### src/rtl/clock_seq_pkg.sv
// Shared state encoding, output widths and helpers for the clock/reset sequencer.
package clock_seq_pkg;

   localparam int unsigned STATE_W    = 3;
   localparam int unsigned LOSS_CNT_W = 8;
   localparam int unsigned RETRY_W    = 4;

   typedef enum logic [STATE_W-1:0] {
      StPllRst   = 3'd0,
      StWaitLock = 3'd1,
      StSettle   = 3'd2,
      StRelSys   = 3'd3,
      StRelAdc   = 3'd4,
      StRelDac   = 3'd5,
      StRun      = 3'd6,
      StFault    = 3'd7
   } state_e;

   function automatic int unsigned max_u(input int unsigned a, input int unsigned b);
      return (a > b) ? a : b;
   endfunction

endpackage

### src/rtl/sync_2ff.sv
// Two-flop synchronizer for a single asynchronous level, reset value 0.
module sync_2ff (
   input  logic clk_i,
   input  logic rst_i,
   input  logic d_i,
   output logic q_o
);

   logic meta_q;

   always_ff @(posedge clk_i) begin
      if (rst_i) begin
         meta_q <= 1'b0;
         q_o    <= 1'b0;
      end else begin
         meta_q <= d_i;
         q_o    <= meta_q;
      end
   end

endmodule

### src/rtl/clock_reset_sequencer.sv
// Brings up the clock wizard, waits for a stable lock, then releases the sys, adc and dac
// reset domains in order; retries on lock timeout and faults when retries run out.
module clock_reset_sequencer
   import clock_seq_pkg::*;
#(
   parameter int unsigned PLL_RESET_CYCLES    = 16,
   parameter int unsigned LOCK_TIMEOUT_CYCLES = 4096,
   parameter int unsigned SETTLE_CYCLES       = 256,
   parameter int unsigned STAGE_GAP_CYCLES    = 8,
   parameter int unsigned MAX_RETRIES         = 3
) (
   input  logic                  i_clock,
   input  logic                  i_reset,
   input  logic                  i_locked,
   input  logic                  i_relock_req,
   output logic                  o_pll_reset,
   output logic                  o_sys_reset,
   output logic                  o_adc_reset,
   output logic                  o_dac_reset,
   output logic                  o_ready,
   output logic                  o_fault,
   output logic [STATE_W-1:0]    o_state,
   output logic [LOSS_CNT_W-1:0] o_lock_loss_count
);

   localparam int unsigned CNT_MAX = max_u(max_u(PLL_RESET_CYCLES, LOCK_TIMEOUT_CYCLES),
                                           max_u(SETTLE_CYCLES, STAGE_GAP_CYCLES));
   localparam int unsigned CNT_W   = (CNT_MAX > 1) ? $clog2(CNT_MAX) : 1;

   localparam logic [CNT_W-1:0] LOAD_PLL     = CNT_W'(PLL_RESET_CYCLES - 1);
   localparam logic [CNT_W-1:0] LOAD_TIMEOUT = CNT_W'(LOCK_TIMEOUT_CYCLES - 1);
   localparam logic [CNT_W-1:0] LOAD_GAP     = CNT_W'(STAGE_GAP_CYCLES - 1);
   // The WAIT_LOCK cycle that saw the lock counts as the first stable cycle.
   localparam logic [CNT_W-1:0] LOAD_SETTLE  = CNT_W'((SETTLE_CYCLES > 1) ? SETTLE_CYCLES - 2 : 0);

   state_e                  state_q, state_d;
   logic [CNT_W-1:0]        cnt_q, cnt_d, cnt_dec;
   logic [RETRY_W-1:0]      retry_q, retry_d, retry_inc;
   logic [LOSS_CNT_W-1:0]   loss_q, loss_d;
   logic                    locked_s, cnt_zero, lock_lost;
   logic                    pll_d, sys_d, adc_d, dac_d, ready_d, fault_d;
   logic                    pll_q, sys_q, adc_q, dac_q, ready_q, fault_q;

   sync_2ff u_sync_locked (
      .clk_i (i_clock),
      .rst_i (i_reset),
      .d_i   (i_locked),
      .q_o   (locked_s)
   );

   assign cnt_zero  = (cnt_q == '0);
   assign cnt_dec   = cnt_q - CNT_W'(1);
   assign retry_inc = retry_q + RETRY_W'(1);

   always_comb begin
      state_d   = state_q;
      cnt_d     = cnt_q;
      retry_d   = retry_q;
      loss_d    = loss_q;
      lock_lost = 1'b0;
      unique case (state_q)
         StPllRst: begin
            if (cnt_zero) begin
               state_d = StWaitLock;
               cnt_d   = LOAD_TIMEOUT;
            end else begin
               cnt_d = cnt_dec;
            end
         end
         StWaitLock: begin
            if (locked_s) begin
               state_d = (SETTLE_CYCLES > 1) ? StSettle : StRelSys;
               cnt_d   = (SETTLE_CYCLES > 1) ? LOAD_SETTLE : LOAD_GAP;
            end else if (cnt_zero) begin
               retry_d = retry_inc;
               state_d = (retry_inc == RETRY_W'(MAX_RETRIES)) ? StFault : StPllRst;
               cnt_d   = LOAD_PLL;
            end else begin
               cnt_d = cnt_dec;
            end
         end
         StSettle: begin
            // A dropout only restarts the lock wait; it is not a failed attempt.
            if (!locked_s) begin
               state_d = StWaitLock;
               cnt_d   = LOAD_TIMEOUT;
            end else if (cnt_zero) begin
               state_d = StRelSys;
               cnt_d   = LOAD_GAP;
            end else begin
               cnt_d = cnt_dec;
            end
         end
         StRelSys, StRelAdc, StRelDac: begin
            if (!locked_s) begin
               lock_lost = 1'b1;
            end else if (cnt_zero) begin
               unique case (state_q)
                  StRelSys: state_d = StRelAdc;
                  StRelAdc: state_d = StRelDac;
                  default:  state_d = StRun;
               endcase
               cnt_d = (state_q == StRelDac) ? '0 : LOAD_GAP;
               if (state_q == StRelDac) retry_d = '0;
            end else begin
               cnt_d = cnt_dec;
            end
         end
         StRun: begin
            if (!locked_s) begin
               lock_lost = 1'b1;
            end else if (i_relock_req) begin
               state_d = StPllRst;
               cnt_d   = LOAD_PLL;
            end
         end
         StFault: begin
            if (i_relock_req) begin
               state_d = StPllRst;
               cnt_d   = LOAD_PLL;
               retry_d = '0;
            end
         end
         default: begin
            state_d = StPllRst;
            cnt_d   = LOAD_PLL;
         end
      endcase
      if (lock_lost) begin
         state_d = StPllRst;
         cnt_d   = LOAD_PLL;
         loss_d  = (loss_q == '1) ? loss_q : loss_q + LOSS_CNT_W'(1);
      end
   end

   // Outputs are decoded from the next state so they change on the same edge as the state.
   assign pll_d   = (state_d == StPllRst) || (state_d == StFault);
   assign sys_d   = !(state_d inside {StRelSys, StRelAdc, StRelDac, StRun});
   assign adc_d   = !(state_d inside {StRelAdc, StRelDac, StRun});
   assign dac_d   = !(state_d inside {StRelDac, StRun});
   assign ready_d = (state_d == StRun);
   assign fault_d = (state_d == StFault);

   always_ff @(posedge i_clock) begin
      if (i_reset) begin
         state_q <= StPllRst;
         cnt_q   <= LOAD_PLL;
         retry_q <= '0;
         loss_q  <= '0;
         pll_q   <= 1'b1;
         sys_q   <= 1'b1;
         adc_q   <= 1'b1;
         dac_q   <= 1'b1;
         ready_q <= 1'b0;
         fault_q <= 1'b0;
      end else begin
         state_q <= state_d;
         cnt_q   <= cnt_d;
         retry_q <= retry_d;
         loss_q  <= loss_d;
         pll_q   <= pll_d;
         sys_q   <= sys_d;
         adc_q   <= adc_d;
         dac_q   <= dac_d;
         ready_q <= ready_d;
         fault_q <= fault_d;
      end
   end

   assign o_pll_reset       = pll_q;
   assign o_sys_reset       = sys_q;
   assign o_adc_reset       = adc_q;
   assign o_dac_reset       = dac_q;
   assign o_ready           = ready_q;
   assign o_fault           = fault_q;
   assign o_state           = state_q;
   assign o_lock_loss_count = loss_q;

endmodule
### config.mk
export PLATFORM = sky130hd
export DESIGN_NAME = clock_reset_sequencer
export DESIGN_NICKNAME = d
export VERILOG_FILES = /design/src/rtl/clock_seq_pkg.sv /design/src/rtl/sync_2ff.sv /design/src/rtl/clock_reset_sequencer.sv
export SDC_FILE = /design/constraint.sdc
export NUM_CORES = 1
export LEC_CHECK = 0
export BUFFER_PORTS_ARGS = -buffer_cell sky130_fd_sc_hd__buf_2
export CORE_ASPECT_RATIO = 1.4
export CORE_MARGIN = 2
export CORE_UTILIZATION = 38
export CTS_CLUSTER_SIZE = 40
export DETAILED_ROUTE_END_ITERATION = 12
export PLACE_DENSITY_LB_ADDON = 0.2
export SLEW_MARGIN = 20
export SYNTH_ARGS = -nofsm -noshare
export SYNTH_HDL_FRONTEND = slang
export SYNTH_SLANG_ARGS = --single-unit
### constraint.sdc
create_clock -name i_clock -period 6.3 [get_ports i_clock]
set_clock_uncertainty 0.2 [all_clocks]
set_input_delay 0.315 -clock i_clock [delete_from_list [all_inputs] [get_ports i_clock]]
set_output_delay 0.315 -clock i_clock [all_outputs]
set_load 0.05 [all_outputs]
# Word-level counts from Yosys, hierarchy flattened
# Index checks and enable logic that the tools add are counted.
# classes
reduce_logical	17
mux	33
n_eq_ne	21
n_bitwise	1
n_addsub	3
# ops
op	count
12-bit two-way mux	9
12-bit one-hot mux with 6 select lines	1
3-bit two-way mux	12
3-bit == test (second input constant)	8
4-bit two-way mux	6
3-bit one-hot mux with 6 select lines	1
12-bit zero test	1
4-bit one-hot mux with 3 select lines	1
12-bit by 1-bit subtractor with 12-bit output (second input constant)	1
2-bit != test (second input constant)	5
3-bit by 2-bit == test with 1-bit output (second input constant)	3
8-bit by 1-bit adder with 8-bit output (second input constant)	1
8-bit == test (second input constant)	1
7-bit AND reduction	1
3-bit zero test	2
3-bit nonzero test	2
4-bit by 1-bit adder with 4-bit output (second input constant)	1
4-bit by 2-bit == test with 1-bit output (second input constant)	1
2-bit by 1-bit != test with 1-bit output (second input constant)	2
2-bit one-hot mux with 2 select lines	1
2-bit AND reduction	2
4-bit nonzero test	1
4-bit OR reduction	1
3-bit by 1-bit == test with 1-bit output (second input constant)	1
other kinds (7)	10
# totals
input_bits	4
reg_bits	35
word_cells	87
output_inout_bits	17

# Longest topological paths before layout
# Gate-level depths: netlist (run 1).
# logic_depth
depth_word	10
depth_mapped	10
ltp_nobuf	8

# Modules after synthesis
# Synthesis (run 1) repeated with hierarchy kept, for this count alone.
# unflattened
cells_unflattened	280
hier_area_um2	2225.9
# modules_own_cells
module	seq_area_each_um2	area_each_um2	n_inst	cells_each
clock_reset_sequencer	660.6	2173.3	1	276
sync_2ff	40.0	52.6	1	4

# Worst setup path before layout (run 1)
# Ideal clock, no wire load.
# synth_timing
kind	reg2reg
startpoint	register cnt_q[0]
endpoint	register dac_q, in the netlist o_dac_reset
n_path_buf	1
path_stages_with_launch	10
t_required_ns	5.970
arrival_ns	2.551
path_slack_ns	3.419
setup_ns	0.130
path_cell_list	dfxtp_1 -> inv_1 -> ha_1 -> or4b_1 -> buf_2 -> or4b_1 -> mux2i_1 -> a211o_2 -> nor3_1 -> o21ai_1
# synth_between
elab_chain_cells	8
# synth_rtl
item	line_no	source
start: declaration	clock_reset_sequencer.sv:37	logic [CNT_W-1:0] cnt_q, cnt_d, cnt_dec;
start signal: assignment	clock_reset_sequencer.sv:158	cnt_q <= cnt_d;
12-bit zero test *	clock_reset_sequencer.sv:51	assign cnt_zero = (cnt_q == '0);
3-bit two-way mux, on equally long branches	clock_reset_sequencer.sv:97, clock_reset_sequencer.sv:74, clock_reset_sequencer.sv:87	
3-bit two-way mux, on equally long branches	clock_reset_sequencer.sv:95, clock_reset_sequencer.sv:71, clock_reset_sequencer.sv:84	
3-bit one-hot mux with 6 select lines *	clock_reset_sequencer.sv:61	unique case (state_q)
3-bit two-way mux *	clock_reset_sequencer.sv:129	if (lock_lost) begin
3-bit == test	clock_reset_sequencer.sv:140	assign dac_d = !(state_d inside {StRelDac, StRun});
2-bit nonzero test *	clock_reset_sequencer.sv:140	
1-bit zero test *	clock_reset_sequencer.sv:140	
end signal: assignment	clock_reset_sequencer.sv:153	dac_q <= 1'b1;
end signal: assignment	clock_reset_sequencer.sv:164	dac_q <= dac_d;
end: declaration	clock_reset_sequencer.sv:42	logic pll_q, sys_q, adc_q, dac_q, ready_q, fault_q;
# Every way passes the cells marked *; elsewhere a longest branch is shown, timed or not.
# A chain may end at the register's enable or synchronous reset.

# Worst setup path in the final report (run 1)
# layout_timing
startpoint	register cnt_q[0]
endpoint	register retry_q[1]
# layout_between
elab_chain_cells	3
# layout_rtl
item	line_no	source
12-bit zero test *	clock_reset_sequencer.sv:51	
2-bit != test (no line)	n/a	
7-bit AND reduction (no line) *	n/a	
end signal: assignment	clock_reset_sequencer.sv:159	retry_q <= retry_d;
end: declaration	clock_reset_sequencer.sv:38	logic [RETRY_W-1:0] retry_q, retry_d, retry_inc;
# Marks and branches as above.

==> impl_metrics.csv, run 1 <==
group,metric,value,unit
die,start_util,39.6,%
pwr,p_clk_share,39.2,%
pwr,power_density,171,nW/um^2
detailed_routing,drt.antenna.violating_nets,0,
run,maxCapViolCount,0,
synthesis,synth-seq-cells,35,
clock_tree,clk_pin_slew,70,ps
timing,fmax,314,MHz
clock_tree,cts_buffer_depth,2,
timing,period_minus_slack,3190,ps
timing,final-hold-violation-count,0,
synthesis,syn_nets,291,
pwr,p_sw_share,24.5,%
die,die_w,68.1,um
clock_tree,cts-resized-gates,0,
detailed_routing,vias_per_cell,5.91,
setup_path,cp.required,6330,ps
synthesis,synth_edf_count,0,
clock_tree,clock_sinks,35,
synthesis,ys_types,59,
timing,worst_pin_slew,900,ps
clock_tree,clock_latency,290,ps
finish,final_util,43.3,%
global_route,grt_use_met3,3.12,%
global_route,grtUsageMet1,22.6,%
placed_design,place_hpwl,3780,um
pwr,pwr-share-comb,5.3,%
detailed_routing,drc,0,
synthesis,ys_seq_area_share,32.0,%
pwr,p_seq_share,55.5,%
timing,fin_crit_sh,50.6,%
pwr,leakage,0.871,nW
synthesis,async_flop_share,0,%
clock_tree,cts_tree,"built",
finish,fin_nets,303,
clock_tree,cts-root-buf,"clkbuf_8",
setup_path,crit_fanout,12,
setup_path,criticalPathCategory,"register to register",
detailed_routing,wl_per_cell,14.5,um
detailed_routing,drtIter0Drc,84,
synthesis,syn_inst,283,
setup_path,cp-start-kind,"register",
detailed_routing,vias,2150,
finish,final_common_cell,"dfxtp_1",
timing,rsz0062_at_grt,"no",
detailed_routing,routed_wl,5290,um
placed_design,portBuffers,20,
pwr,ir_drop,0.147,mV
setup_path,crit_arrival,3210,ps
die,rows,32,
synthesis,synth_flop_cell,"dfxtp_1",
synthesis,syn_avg_cell_area,7.73,um^2
timing,max_slew_margin,39.8,%
clock_tree,cts_hold_buf,0,
placed_design,gp_congestion,0.860,
synthesis,syn_area,2190,um^2
global_route,grt_overflow,0,
clock_tree,post_cts_buffers,0,
synthesis,synth.yosys.warnings,0,
detailed_routing,drtPass1Iterations,4,
min_path,hold_class,"input port to register",
timing,slew_viol_final,0,
pwr,power.switching,100,uW
global_route,grt_pass1_vias,1979,
global_route,grt_max_degree,36,
setup_path,end_kind,"register",
global_route,grt_first_pass_wirelength,9230,um
timing,setup_tns,0,ps
global_route,grtUsageMet2,31.6,%
timing,setup_viol,0,
finish,num_antenna_cells,0,
pwr,p_int,309,uW
finish,areaGrowthSynthToFinish,9.50,%
die,dieArea,6390,um^2
clock_tree,numCtsBuffers,5,
clock_tree,htree_num_levels,2,
die,fp.dieH,93.8,um
finish,drive_gt1_share,13.5,%
outcome,status,"completed",
global_route,grt_usage,18.7,%
die,io_pins,21,
global_route,grt-busiest-layer,"met2",
global_route,antenna_found_initial,0,
die,core,5530,um^2
finish,final_cell_mix,"35 x dfxtp_1, 27 x o21ai_0, 26 x a21oi_1",
[power groups by stage]
stage	Sequential, mW	Combinational (mW)	Clock, mW
floorplan	0.231	0.0183	0
global placement	0.232	0.0215	0
detailed placement	0.233	0.0216	0
CTS	0.227	0.0216	0.168
global route	0.228	0.0245	0.179
finish	0.227	0.0216	0.161
[stage by stage]
stage	area (um^2)	power [mW]	instances	hold slack (ps)	setup WS, ps
2_1_floorplan	2190	0.249	283	187	3420
3_3_place_gp	2310	0.254	356	221	3190
3_5_place_dp	2310	0.254	356	243	3130
4_1_cts	2390	0.417	364	56.9	3110
5_1_grt	2390	0.431	364	49.8	2880
6_report	2390	0.410	364	56.5	3110
[worst paths after layout]
check | start | endpoint | slack (ps) | cells after the start
max | cnt_q[0] | retry_q[1] | 3110 | 8
min | i_locked | u_sync_locked.meta_q | 60 | 2
max reg2reg | cnt_q[0] | retry_q[1] | 3110 | 8
min reg2reg | u_sync_locked.meta_q | u_sync_locked.q_o | 260 | 1
[per-layer routing]
layer	wire, um	up-vias
met4	133	0
met1	2380	1013
met3	160	12
li1	-	1070
met2	2610	55
met5	0	-
[cell usage after synthesis, types with 4 or more instances]
cell	n	area share, %
dfxtp_1	35	32
o21ai_0	27	6.2
a21oi_1	26	5.9
nand2_1	21	3.6
nor2_1	20	3.4
nor3_1	13	3.0
clkbuf_1	12	2.1
inv_1	12	2.1
nand3_1	8	1.8
nor2b_1	8	2.3
or3_1	8	2.3
and3_1	6	1.7
a31oi_1	4	1.1
and2_1	4	1.1
ha_1	4	2.3
nand2b_1	4	1.1
xnor2_1	4	1.6
[worst max-delay path: stages, from the launching register on]
cell	delay [ps]
dfxtp_1	330
inv_1	120
ha_1	290
or4b_1	630
or4_4	670
nor4_4	280
o21ai_2	100
or3_1	380
a21oi_1	140
[flip-flops by register name, summed over array words and instances, names as in the netlist]
register / cells
o_lock_loss_count: 8
o_pll_reset: 1
o_fault: 1
o_ready: 1
u_sync_locked.q_o: 1
u_sync_locked.meta_q: 1
o_state: 3
o_sys_reset: 1
cnt_q: 12
retry_q: 4
o_dac_reset: 1
o_adc_reset: 1
[kinds of logic (layout without fill, tap and decap cells)]
family	after synthesis	count (layout)	synth area share, %
buffers and inverters	28	41	5.26
and+or+nand+nor	115	115	30.0
adders and majority gates	4	4	2.29
xor gates and xnor gates	5	5	2.00
muxes	3	3	1.37
AOI/OAI and AO/OA	93	93	27.0
DFF	35	35	32.0
[area by class of cell]
type | count | area [um^2]
clock buffers | 6 | 72.6
clock inverters | 2 | 12.5
fillers | 586 | 3130
inverters | 12 | 45.0
multi-input cells | 220 | 1370
flip-flops and latches | 35 | 701
well taps | 68 | 85.1
repair buffers | 21 | 108
No activity file was read; power rests on OpenSTA's default activity.
==> run 2: changes to the inputs <==
Settings changed: ABC_AREA from default to 1.
Clock period 6.3 ns to 2.8 ns, I/O delays scaled along.
==> run 2 against run 1 <==
Effect of this change:
- combinational power rose by 72%
- hold slack got worse by 15 ps
- design area fell by 1.9%
- maximum frequency rose by 41%
- clock-buffer cell count did not move
- clock power rose by 120%
- register-to-register slack got worse by 2600 ps
- die area fell by 5.3%
- core utilization rose by 1.8 points
- via count fell by 8.2%
- setup slack got worse by 2600 ps
- global-route usage fell by 1.3 points
==> impl_metrics.csv, run 2 <==
group,metric,value,unit
outcome,status,"completed",
clock_tree,cts_buffer_depth,2,
synthesis,ys_seq_area_share,33.9,%
synthesis,synth_top_area_share,33.9,%
setup_path,r2r_slack,550,ps
die,rows,31,
synthesis,synth_flop_cell,"dfxtp_1",
setup_path,cp-start-kind,"register",
pwr,power_density,386,nW/um^2
setup_path,cp.required,2770,ps
finish,final_common_cell,"nand2_1",
detailed_routing,drtIter0Drc,88,
die,core,5200,um^2
detailed_routing,drt.antenna.violating_nets,0,
placed_design,place_inst,394,
detailed_routing,drtPass1Iterations,4,
global_route,grt_pass1_vias,1855,
synthesis,synth_most_common_cell,"nand2_1",
clock_tree,numCtsBuffers,5,
synthesis,synth_edf_count,0,
global_route,antenna_found_initial,0,
synthesis,syn_nets,320,
timing,max_slew_margin,71.8,%
detailed_routing,drc,0,
synthesis,ys_top_cells_by_count,"71 x nand2_1, 41 x inv_1, 38 x nor2_1",
global_route,grt_first_pass_wirelength,8180,um
die,dieArea,6050,um^2
clock_tree,htree_num_levels,2,
synthesis,synth_top_area_cell,"dfxtp_1",
detailed_routing,routed_wl,4780,um
detailed_routing,wl_per_cell,11.8,um
finish,fin_nets,346,
die,start_util,39.7,%
synthesis,ys_top_cells_by_area,"dfxtp_1 34%, nand2_1 13%, inv_1 7.5%",
min_path,hp-start,"i_relock_req",
placed_design,place_area,2230,um^2
die,fp.dieH,91.2,um
detailed_routing,vias_per_cell,4.87,
timing,slew_viol_final,0,
pwr,leakage,1.19,nW
setup_path,end_kind,"register",
finish,areaGrowthSynthToFinish,13.7,%
finish,drive_gt1_share,17.7,%
timing,setup_tns,0,ps
detailed_routing,vias,1974,
timing,final-hold-violation-count,0,
placed_design,portBuffers,20,
finish,fin_cells,405,
die,die_w,66.3,um
clock_tree,cts_tree,"built",
timing,fmax,444,MHz
pwr,ir_drop,0.283,mV
pwr,p_total,905,uW
synthesis,syn_avg_cell_area,6.62,um^2
finish,final_cell_mix,"71 x nand2_1, 41 x inv_1, 38 x nor2_1",
finish,largest_reg_flops,12,
setup_path,crit_arrival,2230,ps
synthesis,synth.yosys.warnings,0,
clock_tree,post_cts_buffers,0,
global_route,grt_overflow,0,
finish,num_antenna_cells,0,
synthesis,synth-seq-cells,35,
setup_path,r2r-start,"cnt_q[0]",
timing,worst_pin_slew,420,ps
synthesis,syn_inst,312,
clock_tree,clock_latency,290,ps
global_route,grt_usage,17.4,%
finish,final_util,45.2,%
synthesis,ys_types,32,
placed_design,gp_congestion,0.966,
setup_path,crit_fanout,4,
finish,regMostFlops,"cnt_q",
synthesis,async_flop_share,0,%
setup_path,criticalPathCategory,"register to register",
timing,rsz0062_at_grt,"no",
run,maxCapViolCount,0,
clock_tree,clk_pin_slew,70,ps
global_route,grt_max_degree,18,
min_path,hold_class,"input port to register",
die,io_pins,21,
timing,setup_viol,0,
placed_design,place_hpwl,3700,um
finish,final_area,2350,um^2
clock_tree,cts-root-buf,"clkbuf_8",
timing,fin_crit_sh,80.4,%
timing,period_minus_slack,2250,ps
clock_tree,clock_sinks,35,
synthesis,syn_area,2070,um^2
setup_path,startpoint,"cnt_q[0]",
==> run 2: final timing paths <==
path,to,cells past startpoint
max,o_pll_reset,13
min,cnt_q[3],4
max reg2reg,o_pll_reset,13
min reg2reg,u_sync_locked.q_o,2
==> run 2: through the flow <==
step                setup slack, ps  hold WS (ps)
floorplan                       569          23.6
global placement                555           148
detailed placement              565           152
CTS                             553          32.6
global route                    325          66.8
finish                          548          41.9
==> run 2: cell type report <==
| cell class | count | area (um^2) |
|---|---|---|
| clock buffer | 6 | 72.6 |
| clock inverter | 2 | 12.5 |
| fill | 552 | 2850 |
| inverter | 47 | 176 |
| multi-input combinational | 224 | 1160 |
| sequential | 35 | 701 |
| tap | 66 | 82.6 |
| timing repair buffer | 25 | 145 |
==> run 2: logic make-up after synthesis <==
kind of cell	Yosys count	synth area share, %
AOI/OAI and AO/OA	52	14.3
DFF	35	33.9
xor gates and xnor gates	7	2.97
adders and majority gates	4	2.42
and+or+nand+nor	161	36.4
buffers and inverters	53	9.99
==> run 2: timing repair <==
action	in CTS	in global routing
hold buffers	3	0
gates resized for setup	0	0
endpoints found under the hold margin	4	0
==> run 2: power breakdown <==
part,internal (mW),total [mW],switching [mW]
Combinational,0.0157,0.0371,0.0213
Sequential,0.503,0.507,0.00434
Clock,0.174,0.361,0.188
==> run 2: worst max-delay path: stages, from the launching register on <==
cell     delay, ps
dfxtp_1        320
inv_1           80
ha_1           200
nand2_1         70
nor2_1         140
nand2_1         70
nor2_1         270
nand2_1        200
nand2_1         90
nand2_1         50
nand2_1         50
nand3_1        130
nand4_1        180
nand3_1         90
==> run 2: layer usage <==
layer  up-vias  track usage [%]  wire length, um
li1       1044                -                -
met1       887             19.1             2010
met2        31             30.7             2460
met3        12             3.72              159
met4         0             8.33              147
met5         -                0                0
==> run 3: changes to the inputs <==
Clock period 2.8 ns to 2.35 ns, I/O delays scaled along.
==> run 3 against run 2 <==
Effect of this change:
- maximum frequency rose by 7.0%
- via count increased by 2.3%
- clock power rose by 51%
- register-to-register slack got worse by 300 ps
- hold slack improved by 15 ps
- largest power group unchanged
- critical path depth stayed put
- combinational power up 27%
- non-clock buffer count is 5 higher
- sequential share of layout area shrank 0.83 points
- global-route usage is 0.88 points higher
- setup slack worse by 300 ps
==> impl_metrics.csv, run 3 (synthesis results as in run 2) <==
group,metric,value,unit
outcome,status,"completed",
clock_tree,post_cts_buffers,0,
clock_tree,cts-root-buf,"clkbuf_8",
setup_path,cp-start-kind,"register",
finish,largest_reg_flops,12,
pwr,leakage,1.23,nW
detailed_routing,drc,0,
die,core,5200,um^2
setup_path,cp_top_family,"simple AND/OR/NAND/NOR gates",
timing,max_slew_margin,74.5,%
clock_tree,numCtsBuffers,5,
die,dieArea,6050,um^2
timing,setup_viol,0,
timing,worst_pin_slew,382,ps
setup_path,critPathSlowestCell,"dfxtp_1",
placed_design,gp_congestion,0.947,
clock_tree,cts_tree,"built",
global_route,antenna_found_initial,0,
global_route,grt_overflow,0,
detailed_routing,routed_wl,4790,um
setup_path,path_cells,"inv_1 -> ha_1 -> nand2_1 -> nor2_1 -> nand2_1 -> nor2_2 -> nand2_1 -> nand2_1 -> nand2_1 -> nand2_1 -> nand3_1 -> nand4_1 -> nand3_1",
placed_design,place_hpwl,3780,um
finish,num_antenna_cells,0,
setup_path,end_kind,"register",
setup_path,crit_fanout,4,
finish,fin_nets,351,
timing,setup_tns,0,ps
setup_path,slowest_delay,320,ps
clock_tree,htree_num_levels,2,
die,fp.dieH,91.2,um
finish,final_common_cell,"nand2_1",
finish,drive_gt1_share,19.5,%
die,io_pins,21,
timing,period_minus_slack,2100,ps
detailed_routing,drt.antenna.violating_nets,0,
setup_path,path_buf_inv,1,
run,maxCapViolCount,0,
detailed_routing,drtIter0Drc,61,
placed_design,place_inst,399,
clock_tree,clock_latency,290,ps
clock_tree,clk_pin_slew,80,ps
detailed_routing,drtPass1Iterations,4,
finish,regMostFlops,"cnt_q",
timing,slew_viol_final,0,
pwr,ir_drop,0.333,mV
finish,areaGrowthSynthToFinish,17.0,%
global_route,grt_usage,18.3,%
min_path,hold_class,"input port to register",
pwr,power_density,494,nW/um^2
pwr,p_total,1.19,mW
global_route,grt_pass1_vias,2008,
clock_tree,cts_buffer_depth,2,
die,start_util,39.7,%
setup_path,crit_arrival,2080,ps
setup_path,criticalPathCategory,"register to register",
timing,fin_crit_sh,89.5,%
setup_path,cp.required,2330,ps
timing,fmax,475,MHz
placed_design,portBuffers,20,
finish,fin_cells,410,
global_route,grt_max_degree,17,
timing,final-hold-violation-count,0,
die,die_w,66.3,um
clock_tree,clock_sinks,35,
timing,rsz0062_at_grt,"no",
detailed_routing,vias_per_cell,4.92,
finish,final_cell_mix,"71 x nand2_1, 41 x inv_1, 37 x nor2_1",
setup_path,crit_top_cell,"nand2_1",
detailed_routing,wl_per_cell,11.7,um
global_route,grt_first_pass_wirelength,8720,um
detailed_routing,vias,2019,
die,rows,31,
-- run 3: cell type report --
type                    instances  area (um^2)
clock buffers                   5         68.8
repair buffers                 30          183
flip-flops and latches         35          701
fillers                       575         2780
inverters                      47          176
well taps                      66         82.6
multi-input cells             224         1160
clock inverters                 3         43.8
-- run 3: metrics by stage --
stage / cell area [um^2] / hold WS (ps) / utilization (%) / worst slack (ps)
2_1_floorplan: 2070 / 1.08 / - / 119
3_3_place_gp: 2270 / 121 / 43.7 / 86.2
3_5_place_dp: 2270 / 129 / 43.7 / 152
4_1_cts: 2410 / 44.2 / 46.4 / 134
5_1_grt: 2420 / 88.5 / 46.5 / 14.2
6_report: 2420 / 57.0 / 46.5 / 246
-- run 3: timing repair --
action,in CTS,in global routing
hold buffers,3,0
gates resized for setup,0,1
hold endpoints to repair,7,0
endpoints found under the setup margin,0,4
-- run 3: worst register-to-register path, cell delays in order, from the launching register on --
cell and delay [ps]:
dfxtp_1 320, inv_1 70, ha_1 200, nand2_1 70
nor2_1 130, nand2_1 80, nor2_2 160, nand2_1 140
nand2_1 80, nand2_1 50, nand2_1 80, nand3_1 140
nand4_1 180, nand3_1 90
-- run 3: where the power goes --
group | total [mW] | switching (mW) | internal [mW]
Clock | 0.544 | 0.228 | 0.316
Sequential | 0.602 | 0.00309 | 0.599
Combinational | 0.0473 | 0.0278 | 0.0195
-- run 3: path summary, 6_finish.rpt --
check	startpoint	to	slack, ps	depth (start not counted)
max	cnt_q[0]	o_pll_reset	250	13
min reg2reg	u_sync_locked.meta_q	u_sync_locked.q_o	200	2
max reg2reg	cnt_q[0]	o_pll_reset	250	13
min	i_relock_req	cnt_q[3]	60	4
-- run 3: layer usage --
layer	share of wire, %	GRT usage [%]	vias up	routed length [um]
met3	3.4	3.35	12	162
met2	55	33.5	42	2610
li1	-	-	1060	-
met1	40	19.9	905	1900
met4	2.4	7.31	0	116
met5	0	0	-	0
